==> src/rtl/mem_loader.sv <==
// Host-side initiator for the 16x4 register memory: LOAD streams nibbles in, DUMP streams them out.
// Optional running checksum of loaded nibbles is enabled by defining LOADER_CHECKSUM_EN.
module mem_loader #(
    parameter int MEMORY_REGISTERS     = 16,
    parameter int REGISTER_WIDTH       = 4,
    parameter int MEMORY_ADDRESS_WIDTH = 4
) (
    input  logic                            clk_i,
    input  logic                            reset_i,
    input  logic                            load_start_i,
    input  logic                            dump_start_i,
    input  logic                            in_valid_i,
    input  logic [REGISTER_WIDTH-1:0]       in_data_i,
    output logic                            in_ready_o,
    output logic                            out_valid_o,
    output logic [REGISTER_WIDTH-1:0]       out_data_o,
    input  logic                            out_ready_i,
    output logic                            mem_write_en_o,
    output logic                            mem_read_en_o,
    output logic [MEMORY_ADDRESS_WIDTH-1:0] mem_addr_o,
    output logic [REGISTER_WIDTH-1:0]       mem_data_o,
    input  logic [REGISTER_WIDTH-1:0]       mem_data_i,
    output logic                            cpu_halt_o,
    output logic                            busy_o,
    output logic                            done_o,
    output logic [REGISTER_WIDTH-1:0]       checksum_o,
    output logic [1:0]                      dbg_state
);
    localparam int AW = MEMORY_ADDRESS_WIDTH;
    localparam logic [AW-1:0] LAST_ADDR = AW'(MEMORY_REGISTERS - 1);

    typedef enum logic [1:0] {
        IDLE     = 2'd0,
        LOAD     = 2'd1,
        DUMP_RD  = 2'd2,
        DUMP_OUT = 2'd3
    } state_t;

    state_t        state;
    logic [AW-1:0] cnt;
    logic          in_fire;
    logic          out_fire;

    // Handshakes: a beat moves on a rising edge where valid && ready are both 1.
    // Valid, once raised, holds with its data stable until that edge; ready may change freely.
    assign in_fire  = (state == LOAD) && in_valid_i;
    assign out_fire = (state == DUMP_OUT) && out_ready_i;

`ifdef LOADER_CHECKSUM_EN
    logic [REGISTER_WIDTH-1:0] checksum;
    assign checksum_o = checksum;
`else
    assign checksum_o = '0;
`endif

    always_ff @(posedge clk_i) begin
        if (reset_i) begin
            state      <= IDLE;
            cnt        <= '0;
            out_data_o <= '0;
            done_o     <= 1'b0;
`ifdef LOADER_CHECKSUM_EN
            checksum   <= '0;
`endif
        end else begin
            done_o <= 1'b0;
            case (state)
                IDLE: begin
                    cnt <= '0;
                    if (load_start_i) begin
                        state <= LOAD;
`ifdef LOADER_CHECKSUM_EN
                        checksum <= '0;
`endif
                    end else if (dump_start_i) begin
                        state <= DUMP_RD;
                    end
                end
                LOAD: begin
                    if (in_fire) begin
`ifdef LOADER_CHECKSUM_EN
                        checksum <= checksum + in_data_i;
`endif
                        if (cnt == LAST_ADDR) begin
                            state  <= IDLE;
                            cnt    <= '0;
                            done_o <= 1'b1;
                        end else begin
                            cnt <= cnt + 1'b1;
                        end
                    end
                end
                DUMP_RD: begin
                    out_data_o <= mem_data_i;
                    state      <= DUMP_OUT;
                end
                DUMP_OUT: begin
                    if (out_fire) begin
                        if (cnt == LAST_ADDR) begin
                            state  <= IDLE;
                            cnt    <= '0;
                            done_o <= 1'b1;
                        end else begin
                            cnt   <= cnt + 1'b1;
                            state <= DUMP_RD;
                        end
                    end
                end
                default: state <= IDLE;
            endcase
        end
    end

    // Bus strobes decode from state so they can never overlap and are quiet in IDLE.
    assign in_ready_o     = (state == LOAD);
    assign out_valid_o    = (state == DUMP_OUT);
    assign mem_write_en_o = in_fire;
    assign mem_read_en_o  = (state == DUMP_RD);
    assign mem_addr_o     = cnt;
    assign mem_data_o     = in_fire ? in_data_i : '0;
    assign cpu_halt_o     = (state != IDLE);
    assign busy_o         = (state != IDLE);
    assign dbg_state      = state;

endmodule

==> config.mk <==
export PLATFORM = sky130hd
export DESIGN_NAME = mem_loader
export DESIGN_NICKNAME = d
export VERILOG_FILES = /design/src/rtl/mem_loader.sv
export SDC_FILE = /design/constraint.sdc
export NUM_CORES = 1
export LEC_CHECK = 0
export CORE_UTILIZATION = 36
export DETAILED_ROUTE_END_ITERATION = 8
export HOLD_SLACK_MARGIN = 0.12
export PLACE_DENSITY = 0.78
export SYNTH_ARGS = -nofsm -noshare
export SYNTH_HDL_FRONTEND = slang
export SYNTH_SLANG_ARGS = --single-unit
==> constraint.sdc <==
create_clock -name clk_i -period 2 [get_ports clk_i]
set_input_delay 0.6 -clock clk_i [delete_from_list [all_inputs] [get_ports clk_i]]
set_output_delay 0.6 -clock clk_i [all_outputs]
set_load 0.005 [all_outputs]
==> results of run 1 <==
[power breakdown]
part | switching (mW) | total (mW) | internal (mW)
combinational | 0.101 | 0.246 | 0.145
sequential | 0.00926 | 0.244 | 0.234
clock | 0.0767 | 0.154 | 0.0772
total | 0.187 | 0.643 | 0.456
[repair_timing]
action / CTS / global route
buffers inserted: 2 / 0
gates resized for setup: 19 / 5
setup endpoints to repair: 9 / 5
[tightest hold or removal path, delay by kind of cell (launching register included)]
family | cells | cell delay, ps
DFF | 1 | 330
muxes | 1 | 70
and+or+nand+nor | 1 | 70
[per-layer routing]
layer	vias up	global-route usage, %	wire length [um]
met5	-	0	0
met4	0	7.27	18
met3	2	6.12	96
met2	27	35.0	878
met1	320	24.4	761
li1	340	-	-
[kinds of logic (layout without fill, tap and decap cells)]
group / after synthesis / in the layout / synth area share [%]
AOI/OAI and AO/OA: 12 / 12 / 13.5
other: 1 / 4 / 0.579
DFF: 11 / 11 / 34.0
buffers and inverters: 12 / 51 / 11.2
muxes: 6 / 6 / 9.27
and+or+nand+nor: 34 / 34 / 29.5
adders and majority gates: 1 / 1 / 1.93
[registers in the layout (all words and copies together), names as in the netlist]
name,cells
done_o,1
dbg_state,2
mem_addr_o,4
out_data_o,4
[cell type report]
class                           instances  area, um2
Tap cell                               24       30.0
Multi-Input combinational cell         57        369
Fill cell                             147        524
Clock buffer                            4       26.3
Inverter                                3       11.3
Timing Repair Buffer                   44        412
Sequential cell                        11        221
[synthesized netlist by cell type (2+ instances only)]
cell / instances / area share (%)
nor3_1: 2 / 1.5
dfxtp_1: 11 / 34
and3_1: 5 / 4.8
nand3_1: 2 / 1.5
nand2_1: 6 / 3.5
buf_4: 5 / 5.8
nor2_1: 7 / 4.1
nand2b_1: 2 / 1.9
and2_1: 2 / 1.9
inv_1: 3 / 1.7
o21ai_0: 3 / 2.3
mux2i_1: 6 / 9.3
a21oi_1: 3 / 2.3
[worst max-delay path by stage]
| stage | end | from | slack [ps] | cells past startpoint |
|---|---|---|---|---|
| 6_report | mem_data_o[2] | in_data_i[2] | 20 | 3 |
| 5_1_grt | mem_data_o[2] | in_data_i[2] | 6 | 3 |
| 4_1_cts | mem_data_o[3] | in_data_i[3] | 10 | 3 |
| 3_5_place_dp | mem_data_o[1] | in_valid_i | -440 | 3 |
| 3_3_place_gp | mem_data_o[0] | in_valid_i | -380 | 3 |
| 2_1_floorplan | mem_data_o[0] | dbg_state[0]$_SDFFE_PP0P_ | 360 | 3 |
[per-stage QoR]
step           instance area (um2)  hold WS (ps)  total power, mW  setup TNS, ps
2_1_floorplan                  659           484            0.366              0
3_3_place_gp                  1030           475            0.485          -2170
3_5_place_dp                  1030           487            0.492          -2420
4_1_cts                       1070           504            0.650              0
5_1_grt                       1070           541            0.675              0
6_report                      1070           496            0.643              0
==> results.md, run 1 <==
* Status: finished, final reports clean
* Antenna cell count at 0
* Average cell area after synthesis at about 8.4 um2
* Hold-fix buffers at CTS at 0
* Max Freq at a little over 500 MHz
* Grt total ovfl at 0
* Nets at about 140
* Die W at ~44 um
* Buffers on Ports at 34
* Drt wl/cell at ~12 um
* Vias in the first global route at between 600 and 700
* Most frequent cells in the layout: clkdlybuf4s50_1, dfxtp_1, buf_4
* Pin count of the biggest net entering global routing at 12
* Final Util at about two thirds
* Row cnt at 14
* First-pass GRT wire length at about 2.9 mm
* Die Y at 44.4 um
* Synth Flop Type: dfxtp_1
* 1st-iter DRT viols at 35
* Register area share after synthesis at between 30 and 40%
* WHS Endpoint: out_data_o[2]$_SDFFE_PP0P_
* Initial antenna violation count at 0
* Critical Path Slowest Stage Cell: clkdlybuf4s50_1
* CTS tree: yes
* Die area at between 0.0015 and 0.002 mm2
* Max-cap violations at 0
* Critical path endpoint category: output port
* Post-route ant nets at 0
* Critical R2R Launch: dbg_state[1]$_SDFFE_PP0P_
* Initial core utilization at approximately 40%
* # clock sinks at 11
* Layout cells sized above 1 at 18.5%
* Area grow syn2layout at 65.1%
* CTS max path bufs at 2
* Post-Synthesis Cell Area at 648 um2
* Clock Pin Slew Worst Setup and Hold Paths at approximately 70 ps
* Crit path launch type: input pin
* HPWL after detailed placement at about 1.3 mm
* Hold Path Origin: out_data_o[2]$_SDFFE_PP0P_
* Peak supply drop at 403 uV
* DRC viols at 0
* Final Instance Count excl. Fillers at 143
* Crit Path Class: in -> out
* RD Place Congestion at 0.690
* RR Endpoint: mem_addr_o[0]$_SDFFE_PP0P_
* Final setup violating endpoints at 0
* EDFF count, synth at 0
* RSZ-0062 raised after global routing: false
* I/O Pins at 39
* Yosys synthesis warning count at 0
* CP arrival at 1380 ps
* Register-to-register setup slack at about 450 ps
* Final count of hold timing violations at 0
* Clock Latency Late Sink at 270 ps
* H-tree Lvls at 1
* CP top delay family: buffers and inverters
* Pre-CTS setup slack at -440 ps
* Worst Hold Path Cells at 2
* WL final at about 1.8 mm
* Root Driver: clkbuf_4
* Distinct cells, synth at 33
* Dpl cells at about 140
* Crit path buf inv count at 2
* Core Area at around 0.0016 mm2
* Num CTS Buffers at 3
* CP Cell Sequence: clkdlybuf4s50_1 > and3_1 > clkdlybuf4s15_1
* Slew Viols, Final at 0
* Avg Vias per Cell at roughly 4.8
* Post-Syn Instances at between 70 and 80
* Fin crit share at a little over nine tenths
* Minimum clock period at roughly 2000 ps
* Critical Path Max Stage Delay at about 440 ps
* Commonest non-fill, non-tap cell in the layout: clkdlybuf4s50_1
* All-Layer GR Usage at between 20% and 30%
* Setup WS post-layout at 21.7 ps
* Cell count of the worst reg-to-reg path at 7
* Static leakage at slightly below 0.5 nW
* Fraction of registers with async set or reset after synthesis at 0%
* DRT Pass-1 Iters at 4
* Critical path fanouts, max at 1
* Vias at ~690
* CP required at 1400 ps
* Clk_skew at 3.93 ps
* #FFs+latches synth at 11
* Tightest Hold Check Type: reg -> reg
* Pwr/cell area at between 600 and 700 mW/mm2
No activity file was read; power rests on OpenSTA's default activity.
==> inputs of run 2 (changes only) <==
--- a/config.mk
+++ b/config.mk
@@ -9,6 +9,7 @@
 export DETAILED_ROUTE_END_ITERATION = 8
 export HOLD_SLACK_MARGIN = 0.12
 export PLACE_DENSITY = 0.78
+export SKIP_LAST_GASP = 1
 export SYNTH_ARGS = -nofsm -noshare
 export SYNTH_HDL_FRONTEND = slang
 export SYNTH_SLANG_ARGS = --single-unit
==> run 2 against run 1 <==
The flow now finishes with violations (negative setup slack). Non-clock buffer count stayed put. Clock power hardly changed. Clock skew is 2.1 ps lower. Critical path type unchanged. Largest cell class unchanged. Largest power group unchanged. Highest routed layer unchanged.
==> results.md, run 2 (synthesized netlist as in run 1, its figures left out) <==
* Initial core utilization at 40.7% (unchanged)
* Max Freq at 496 MHz (-1.9%)
* Crit path buf inv count at 2 (unchanged)
* Root Driver: clkbuf_4
* Sequential share of power at 37.9% (about the same)
* Avg Vias per Cell at 4.83 (+0.29%)
* Area grow syn2layout at 65.8%
* Status: finished, violations left
* Clock Latency Late Sink at 270 ps (about the same)
* Hold Path Origin: out_data_o[2]$_SDFFE_PP0P_
* CP Cell Sequence: clkdlybuf4s50_1 > and3_1 > clkdlybuf4s15_1
* Comb power frac at 38.3% (about the same)
* Static leakage at 0.493 nW (-0.17%)
* Drt wl/cell at 12.3 um (about the same)
* Peak supply drop at 403 uV (about the same)
* HPWL after detailed placement at 1.31 mm (unchanged)
* Vias at 691 (+0.29%)
* Crit Path Class: in -> out
* H-tree Lvls at 1 (unchanged)
* Critical Path Max Stage Delay at 450 ps (about the same)
* Critical path fanouts, max at 1 (unchanged)
* Core Area at 0.00159 mm2 (unchanged)
* 1st-iter DRT viols at 23 (-34%)
* Final count of hold timing violations at 0 (unchanged)
* Dpl cells at 137 (unchanged)
* Hold WS at 496 ps (-0.00100 ps)
* Pwr/cell area at 598 mW/mm2 (-0.58%)
* Critical path origin: in_data_i[1]
* Crit path launch type: input pin
* WL final at 1.76 mm (about the same)
* Initial antenna violation count at 0 (unchanged)
* First-pass GRT wire length at 2.90 mm (unchanged)
* Slew Viols, Final at 0 (unchanged)
* CP arrival at 1420 ps (+40 ps)
* # clock sinks at 11 (unchanged)
* Clk_skew at 1.82 ps (-2.11 ps)
* Tightest Hold Check Type: reg -> reg
* Setup WS post-layout at -16.1 ps (-37.8 ps)
* WHS Endpoint: out_data_o[2]$_SDFFE_PP0P_
* CTS tree: yes
* Total power at 0.642 mW (-0.11%)
* DRT Pass-1 Iters at 4 (unchanged)
* Internal power at 0.457 mW (+0.11%)
* Grt total ovfl at 0 (unchanged)
* Clock Pin Slew Worst Setup and Hold Paths at 70 ps (about the same)
* Die Y at 44.4 um (unchanged)
* Num CTS Buffers at 3 (unchanged)
* Worst Hold Path Cells at 2 (unchanged)
* Routed wire length on met3 at 82 um (-15%)
* Psw at 0.186 mW (-0.66%)
* RSZ-0062 raised after global routing: true
* Commonest non-fill, non-tap cell in the layout: clkdlybuf4s50_1
* Layout cells sized above 1 at 17.6% (-0.84 points)
* Critical Path Slowest Stage Cell: clkdlybuf4s50_1
* CP required at 1400 ps (about the same)
* Most frequent cells in the layout: clkdlybuf4s50_1, dfxtp_1, buf_4
* Final setup violating endpoints at 1 (+1)
* Highest metal used: met4
* Hold-fix buffers at CTS at 0 (unchanged)
* Register-to-register setup slack at 450 ps (about the same)
* Minimum clock period at 2020 ps (+37.8 ps)
* Vias in the first global route at 630 (unchanged)
* Switching share of power at 28.9% (-0.16 points)
* Final Instance Count excl. Fillers at 143 (unchanged)
* Max-cap violations at 0 (unchanged)
* Row cnt at 14 (unchanged)
* Fin crit share at 101% (+1.9 points)
* Routed wl met2 at 875 um (-0.34%)
* Post-route ant nets at 0 (unchanged)
* Nets at 135 (unchanged)
* Failing checks: negative setup slack
* Critical path endpoint category: output port
* Critical R2R Launch: dbg_state[1]$_SDFFE_PP0P_
* Die W at 44.4 um (unchanged)
* RR Endpoint: mem_addr_o[0]$_SDFFE_PP0P_
* I/O Pins at 39 (unchanged)
* Clock group share of total power at 23.7% (-0.2 points)
* # fillers at 146 (-0.68%)
* DRT met1 WL at 779 um (+2.4%)
* Pin count of the biggest net entering global routing at 12 (unchanged)
* Setup TNS Final at -16.1 ps (-16.1 ps)
* All-Layer GR Usage at 20.5% (unchanged)
* Final Util at 67.4% (+0.31 points)
* CTS max path bufs at 2 (unchanged)
* Cell count of the worst reg-to-reg path at 7 (unchanged)
* DRC viols at 0 (unchanged)
* Buffers on Ports at 34 (unchanged)
* RD Place Congestion at 0.690 (unchanged)
* CP top delay family: buffers and inverters
* Antenna cell count at 0 (unchanged)
* Die area at 0.00197 mm2 (unchanged)
[run 2: cell types whose count changed in the layout (fill, tap and decap cells not counted), sizes merged]
cell           before  now
clkdlybuf4s15       2    3
buf                11   10
[run 2: repair_timing]
| item | in CTS | in global routing |
|---|---|---|
| endpoints found under the setup margin | 9 | 6 |
| buffers inserted | 2 | 0 |
| resized for setup | 16 | 6 |
[run 2: how the worst max path moves through the flow]
stage / to / slack [ps] / cells after the start
5_1_grt: mem_data_o[1] / -30 / 3
6_report: mem_data_o[1] / -20 / 3
3_5_place_dp: mem_data_o[1] / -440 / 3
3_3_place_gp: mem_data_o[0] / -380 / 3
4_1_cts: mem_data_o[1] / -50 / 3
2_1_floorplan: mem_data_o[0] / 360 / 3
[run 2: worst min-delay path: cells and delay by family (launching register included)]
family | cells | cell delay (ps)
muxes | 1 | 70
DFF | 1 | 330
and+or+nand+nor | 1 | 70
[run 2: stage by stage]
stage,setup WS [ps],area [um2]
2_1_floorplan,356,659
3_3_place_gp,-378,1030
3_5_place_dp,-440,1030
4_1_cts,-54.3,1080
5_1_grt,-27.9,1070
6_report,-16.1,1070
[run 2: cell type report]
cell class / count / area (um2) / area share [%]
clock buffers: 4 / 26.3 / 2.44
repair buffers: 44 / 417 / 38.8
well taps: 24 / 30.0 / 2.79
flip-flops and latches: 11 / 221 / 20.6
multi-input cells: 57 / 369 / 34.3
inverters: 3 / 11.3 / 1.05
[run 2: power groups by stage]
stage          Sequential, mW  Combinational, mW  Clock (mW)
2_1_floorplan           0.250              0.115           0
4_1_cts                 0.244              0.250       0.157
3_5_place_dp            0.247              0.245           0
6_report                0.244              0.246       0.152
5_1_grt                 0.246              0.266       0.164
3_3_place_gp            0.246              0.239           0
[run 2: metal layers]
layer | vias up | global-route usage (%)
met5 | - | 0
met1 | 321 | 24.4
met4 | 0 | 7.27
met3 | 2 | 6.12
met2 | 27 | 35.0
li1 | 341 | -
